## config.mk

```make
export PLATFORM = sky130hd
export DESIGN_NAME = te_bm_sched
export DESIGN_NICKNAME = d
export VERILOG_FILES = /design/src/rtl/te_bm_pkg.sv /design/src/rtl/te_bm_rr_pick.sv /design/src/rtl/te_bm_sched.sv
export SDC_FILE = /design/constraint.sdc
export NUM_CORES = 1
export LEC_CHECK = 0
export ABC_AREA = 1
export BUFFER_PORTS_ARGS = -buffer_cell sky130_fd_sc_hd__buf_2
export CAP_MARGIN = 20
export CORE_MARGIN = 2
export CORE_UTILIZATION = 39
export DETAILED_ROUTE_END_ITERATION = 12
export SETUP_SLACK_MARGIN = 0.1
export SLEW_MARGIN = 40
export SYNTH_ARGS = -nofsm -noshare
export SYNTH_HDL_FRONTEND = slang
export SYNTH_SLANG_ARGS = --single-unit
```

## constraint.sdc

```tcl
create_clock -name clk -period 10.9 [get_ports clk]
set_input_delay 3.27 -clock clk [delete_from_list [all_inputs] [get_ports clk]]
set_output_delay 3.27 -clock clk [all_outputs]
set_load 0.05 [all_outputs]
```

## src/rtl/te_bm_pkg.sv

```systemverilog
// Shared types and default configuration for the buffer-memory access scheduler.
package te_bm_pkg;

  localparam int unsigned N_RR_DEF         = 5;
  localparam int unsigned WEIGHT_W_DEF     = 4;
  localparam int unsigned STARVE_LIMIT_DEF = 16;

  typedef enum logic [1:0] {
    IDLE,
    TC_BURST,
    RR_BURST
  } bm_state_e;

endpackage

```

## src/rtl/te_bm_rr_pick.sv

```systemverilog
// Rotating one-hot picker: searches ptr+1, ptr+2, ... wrapping, ptr itself last.
module te_bm_rr_pick #(
  parameter int unsigned N  = 5,
  parameter int unsigned PW = 3
) (
  input  logic [N-1:0]  req_i,
  input  logic [PW-1:0] ptr_i,
  output logic [N-1:0]  gnt_o,
  output logic [PW-1:0] idx_o,
  output logic          valid_o
);

  logic [PW-1:0] cand;

  always_comb begin
    gnt_o   = '0;
    idx_o   = '0;
    valid_o = 1'b0;
    cand    = '0;
    for (int unsigned k = 1; k <= N; k++) begin
      cand = PW'((32'(ptr_i) + k) % N);
      if (!valid_o && req_i[cand]) begin
        valid_o     = 1'b1;
        idx_o       = cand;
        gnt_o[cand] = 1'b1;
      end
    end
  end

endmodule

```

## src/rtl/te_bm_sched.sv

```systemverilog
// BM arbiter: TC has priority, weighted round-robin among the remaining requesters.
// Optional starvation guard enabled by defining TE_BM_SCHED_STARVE_EN.
module te_bm_sched
  import te_bm_pkg::*;
#(
  parameter int unsigned N_RR         = N_RR_DEF,
  parameter int unsigned WEIGHT_W     = WEIGHT_W_DEF,
  parameter int unsigned STARVE_LIMIT = STARVE_LIMIT_DEF
) (
  input  logic                       clk,
  input  logic                       rst,
  input  logic [N_RR-1:0]            rr_req,
  input  logic [N_RR-1:0]            rr_last,
  input  logic [N_RR*WEIGHT_W-1:0]   rr_weight,
  input  logic                       tc_req,
  input  logic                       tc_last,
  output logic [N_RR-1:0]            gnt_rr,
  output logic                       gnt_tc,
  output logic                       busy,
  output logic                       starve_evt
);

  localparam int unsigned PW = (N_RR > 1) ? $clog2(N_RR) : 1;

  bm_state_e            state_q, state_d;
  logic [N_RR-1:0]      gnt_rr_q, gnt_rr_d;
  logic                 gnt_tc_q, gnt_tc_d;
  logic                 busy_q;
  logic [PW-1:0]        ptr_q, ptr_d;
  logic [WEIGHT_W-1:0]  credit_q, credit_d;

  logic [N_RR-1:0]      pick_oh, hold_oh;
  logic [PW-1:0]        pick_idx;
  logic                 rr_any;
  logic [WEIGHT_W-1:0]  pick_w;
  logic                 decide, starve_force, tc_win, rr_win;

  te_bm_rr_pick #(.N(N_RR), .PW(PW)) u_pick (
    .req_i   (rr_req),
    .ptr_i   (ptr_q),
    .gnt_o   (pick_oh),
    .idx_o   (pick_idx),
    .valid_o (rr_any)
  );

  always_comb begin
    pick_w  = '0;
    hold_oh = '0;
    for (int unsigned i = 0; i < N_RR; i++) begin
      if (pick_oh[i]) pick_w = rr_weight[i*WEIGHT_W +: WEIGHT_W];
      hold_oh[i] = (ptr_q == PW'(i));
    end
  end

  always_comb begin
    state_d  = state_q;
    gnt_rr_d = gnt_rr_q;
    gnt_tc_d = gnt_tc_q;
    ptr_d    = ptr_q;
    credit_d = credit_q;
    tc_win   = 1'b0;
    rr_win   = 1'b0;
    decide   = 1'b0;
    case (state_q)
      TC_BURST: decide = tc_req & tc_last;
      RR_BURST: decide = rr_req[ptr_q] & rr_last[ptr_q];
      default:  decide = 1'b1;
    endcase
    if (decide) begin
      if (tc_req && !(starve_force && rr_any)) begin
        state_d  = TC_BURST;
        gnt_tc_d = 1'b1;
        gnt_rr_d = '0;
        tc_win   = 1'b1;
      end else if (rr_any) begin
        state_d  = RR_BURST;
        gnt_tc_d = 1'b0;
        rr_win   = 1'b1;
        // Previous owner keeps its turn while credit remains; otherwise rotate.
        if (rr_req[ptr_q] && credit_q != '0) begin
          gnt_rr_d = hold_oh;
          credit_d = credit_q - WEIGHT_W'(1);
        end else begin
          gnt_rr_d = pick_oh;
          ptr_d    = pick_idx;
          credit_d = (pick_w == '0) ? '0 : pick_w - WEIGHT_W'(1);
        end
      end else begin
        state_d  = IDLE;
        gnt_rr_d = '0;
        gnt_tc_d = 1'b0;
      end
    end
  end

  always_ff @(posedge clk) begin
    if (rst) begin
      state_q  <= IDLE;
      gnt_rr_q <= '0;
      gnt_tc_q <= 1'b0;
      busy_q   <= 1'b0;
      ptr_q    <= PW'(N_RR - 1);
      credit_q <= '0;
    end else begin
      state_q  <= state_d;
      gnt_rr_q <= gnt_rr_d;
      gnt_tc_q <= gnt_tc_d;
      busy_q   <= (state_d != IDLE);
      ptr_q    <= ptr_d;
      credit_q <= credit_d;
    end
  end

`ifdef TE_BM_SCHED_STARVE_EN
  localparam int unsigned CW = $clog2(STARVE_LIMIT + 1);

  logic [CW-1:0] starve_cnt_q, starve_cnt_d;
  logic          starve_evt_q, starve_evt_d;

  assign starve_force = (starve_cnt_q >= CW'(STARVE_LIMIT));

  always_comb begin
    starve_cnt_d = starve_cnt_q;
    starve_evt_d = rr_win & starve_force & tc_req;
    if (!rr_any || rr_win) starve_cnt_d = '0;
    else if (tc_win && !starve_force) starve_cnt_d = starve_cnt_q + CW'(1);
  end

  always_ff @(posedge clk) begin
    if (rst) begin
      starve_cnt_q <= '0;
      starve_evt_q <= 1'b0;
    end else begin
      starve_cnt_q <= starve_cnt_d;
      starve_evt_q <= starve_evt_d;
    end
  end

  assign starve_evt = starve_evt_q;
`else
  logic unused_starve_limit;
  assign unused_starve_limit = (STARVE_LIMIT != 0);
  assign starve_force        = 1'b0;
  assign starve_evt          = 1'b0;
`endif

  assign gnt_rr = gnt_rr_q;
  assign gnt_tc = gnt_tc_q;
  assign busy   = busy_q;

endmodule
```

==> impl_metrics.ini <==
[outcome]
status = finished clean

[clocking]
hold_buffers = 0
post_cts_resized = 0
clkTransAtPathRegs_ns = 0.06
cts.sinks = 16
cts_made_buffers = 3
post_cts_buffers = 0
cts_buffer_depth = 2
cts_tree = yes
htree_levels = 1
insertion_delay_ns = 0.25
root_buffer = clkbuf_8

[timing]
setup_tns_ns = 0
post-route-period-util = 0.5062
fmax_ghz = 0.1812
final_hold_viol_count = 0
slew_headroom = 0.5673
drv_slew = 0
worstMarginPinSlew_ns = 0.6423
setup_viol = 0
rsz0062_at_grt = false
fin_crit_ns = 5.517
fin_skew_ns = 0.005996

[floorplanning]
core_um2 = 7292
floorplan.die.height_um = 91.22
start_util = 0.4068
die_x_um = 91.22
top_level_ports = 42
fp.dieArea_um2 = 8320
rows = 31

[route]
wl_met3_um = 384
routedWlPerCell_um = 12.86
first_iter_violations = 159
antenna_left = 0
drc = 0
top_layer_used = met4
vias_per_cell = 5.136
wl_met1_mm = 3.931
wl_met2_mm = 3.620
firstDrtPassIters = 4
vias = 3220
wirelength_mm = 8.066

[logic_synthesis]
synth_area_leaders = nand2_1 16%, ha_1 13%, dfxtp_1 11%
synth_cell_types = 47
synth-seq-area-share = 0.1080
yosysWarnings = 0
syn-num-nets = 556
synthesis.area_um2 = 2967
synth_top_area_cell = nand2_1
async_reset_ff_frac = 0
syn-mean-instance-area_um2 = 6.054
synth_seq_cells = 16
synth_top_area_frac = 0.1582
ys.flop_type = dfxtp_1
synth_edf_count = 0
synth_cells = 490

[cells_and_area]
diodes = 0
syn_to_final_growth_pct = 11.60
final_net_count = 595
drive_above_1_share = 0.2367

[run]
maxCapViolations = 0

[critical_path]
r2r-start = ptr_q[1]$_SDFFE_PP0P_
cp.arrival_ns = 5.70
crit_path_end_kind = flop
cp_max_fo = 9
critPathRequiredTime_ns = 11.08
start_kind = input port
r2r_slack_ns = 5.40
reg2reg_to = credit_q[2]$_SDFFE_PP0P_
r2r_cells = 32
worstSetupPathType = in -> reg

[hold_path]
hp-class = reg -> reg
hp-start = gnt_rr[3]$_SDFFE_PP0N_
hold_end = gnt_rr[3]$_SDFFE_PP0N_
worstHoldPathCells = 2

[grt]
grt_max_degree = 25
antenna_found_initial = 0
grt_pass1_vias = 2874
grt.total_usage = 0.1927
grt_pass1_wl_mm = 13.46
grt_overflow = 0

[place]
dpl.hpwl_mm = 6.661
globalplace.congestion = 0.9315
numPortBuffers = 40
cell usage after synthesis (all sizes together) (2+ instances only):
| library cell | number |
|---|---|
| buf | 4 |
| o221ai | 2 |
| ha | 32 |
| o211ai | 3 |
| clkinv | 5 |
| clkbuf | 3 |
| nand2 | 146 |
| a211oi | 3 |
| a21oi | 18 |
| or2 | 2 |
| nand4 | 8 |
| inv | 76 |
| a31oi | 6 |
| nand3 | 63 |
| nor3 | 9 |
| xnor2 | 3 |
| dfxtp | 16 |
| o22ai | 2 |
| o21ai | 28 |
| xor2 | 5 |
| nor2 | 48 |
cell type report:
type / count / area [um^2]
clock buffers: 4 / 55.05
fillers: 835 / 3981
inverters: 81 / 311.5
multi-input cells: 386 / 2292
flip-flops and latches: 16 / 320.3
well taps: 99 / 123.9
repair buffers: 41 / 207.7
cell usage in the layout, fill, tap and decap left out, drive strengths merged, types with 2 or more instances in the layout:
| cell type | n |
|---|---|
| clkinv | 5 |
| dfxtp | 16 |
| xnor2 | 3 |
| or2 | 2 |
| o211ai | 3 |
| nand4 | 8 |
| clkbuf | 4 |
| nand2 | 146 |
| a211oi | 3 |
| nor3 | 9 |
| buf | 41 |
| xor2 | 5 |
| nor2 | 48 |
| o221ai | 2 |
| a31oi | 6 |
| nand3 | 63 |
| o22ai | 2 |
| ha | 32 |
| inv | 76 |
| o21ai | 28 |
| a21oi | 18 |
logic make-up after synthesis:
logic type	count (synthesis)	synth area share
adders and majority gates	32	0.1350
other	1	0.001264
buffers and inverters	88	0.1194
xor gates and xnor gates	8	0.02868
and+or+nand+nor	278	0.4698
DFF	16	0.1080
AOI/OAI and AO/OA	67	0.1379
routing by layer:
| metal | track usage | vias to the layer above |
|---|---|---|
| met3 | 0.02573 | 11 |
| met4 | 0.04798 | 0 |
| met1 | 0.2709 | 1468 |
| li1 | - | 1667 |
| met5 | 0 | - |
| met2 | 0.3105 | 74 |
metrics by stage:
stage	cell area (um^2)	worst slack, ns	hold WS [ns]	utilization	std cells
3_5_place_dp	3256	5.162	0.4577	0.4465	623
2_1_floorplan	2967	5.835	0.4453	-	490
4_1_cts	3311	5.366	0.4663	0.4540	627
6_report	3311	5.383	0.4633	0.4540	627
5_1_grt	3311	4.796	0.4952	0.4540	627
3_3_place_gp	3256	5.183	0.4581	0.4465	623
registers in the layout, indices dropped and copies added (netlist names):
name      flops
busy          1
credit_q      4
gnt_rr        5
gnt_tc        1
ptr_q         3
state_q       2
how the worst max path moves through the flow:
stage	cells past startpoint	slack (ns)	to	startpoint
floorplan	14	5.84	credit_q[0]$_SDFFE_PP0P_	rr_req[2]
global placement	15	5.18	credit_q[0]$_SDFFE_PP0P_	rr_req[0]
detailed placement	15	5.16	credit_q[0]$_SDFFE_PP0P_	rr_req[0]
CTS	32	5.37	credit_q[2]$_SDFFE_PP0P_	ptr_q[1]$_SDFFE_PP0P_
global route	32	4.80	credit_q[2]$_SDFFE_PP0P_	ptr_q[1]$_SDFFE_PP0P_
finish	15	5.38	credit_q[0]$_SDFFE_PP0P_	rr_req[0]
worst max-delay path: stages:
cell and delay (ns):
buf_2 0.12, inv_1 0.07, o21ai_0 0.18, nand3_1 0.08, o21ai_0 0.17, nand3_1 0.13
nand2_1 0.11, clkinv_1 0.24, nor3_4 0.46, inv_4 0.12, nor2_8 0.14, inv_2 0.09
nor4_1 0.24, nand2_1 0.11, a31oi_1 0.15
Power is not shown: default switching activity piles up to over one toggle a cycle in this logic, so the estimate is an artifact.
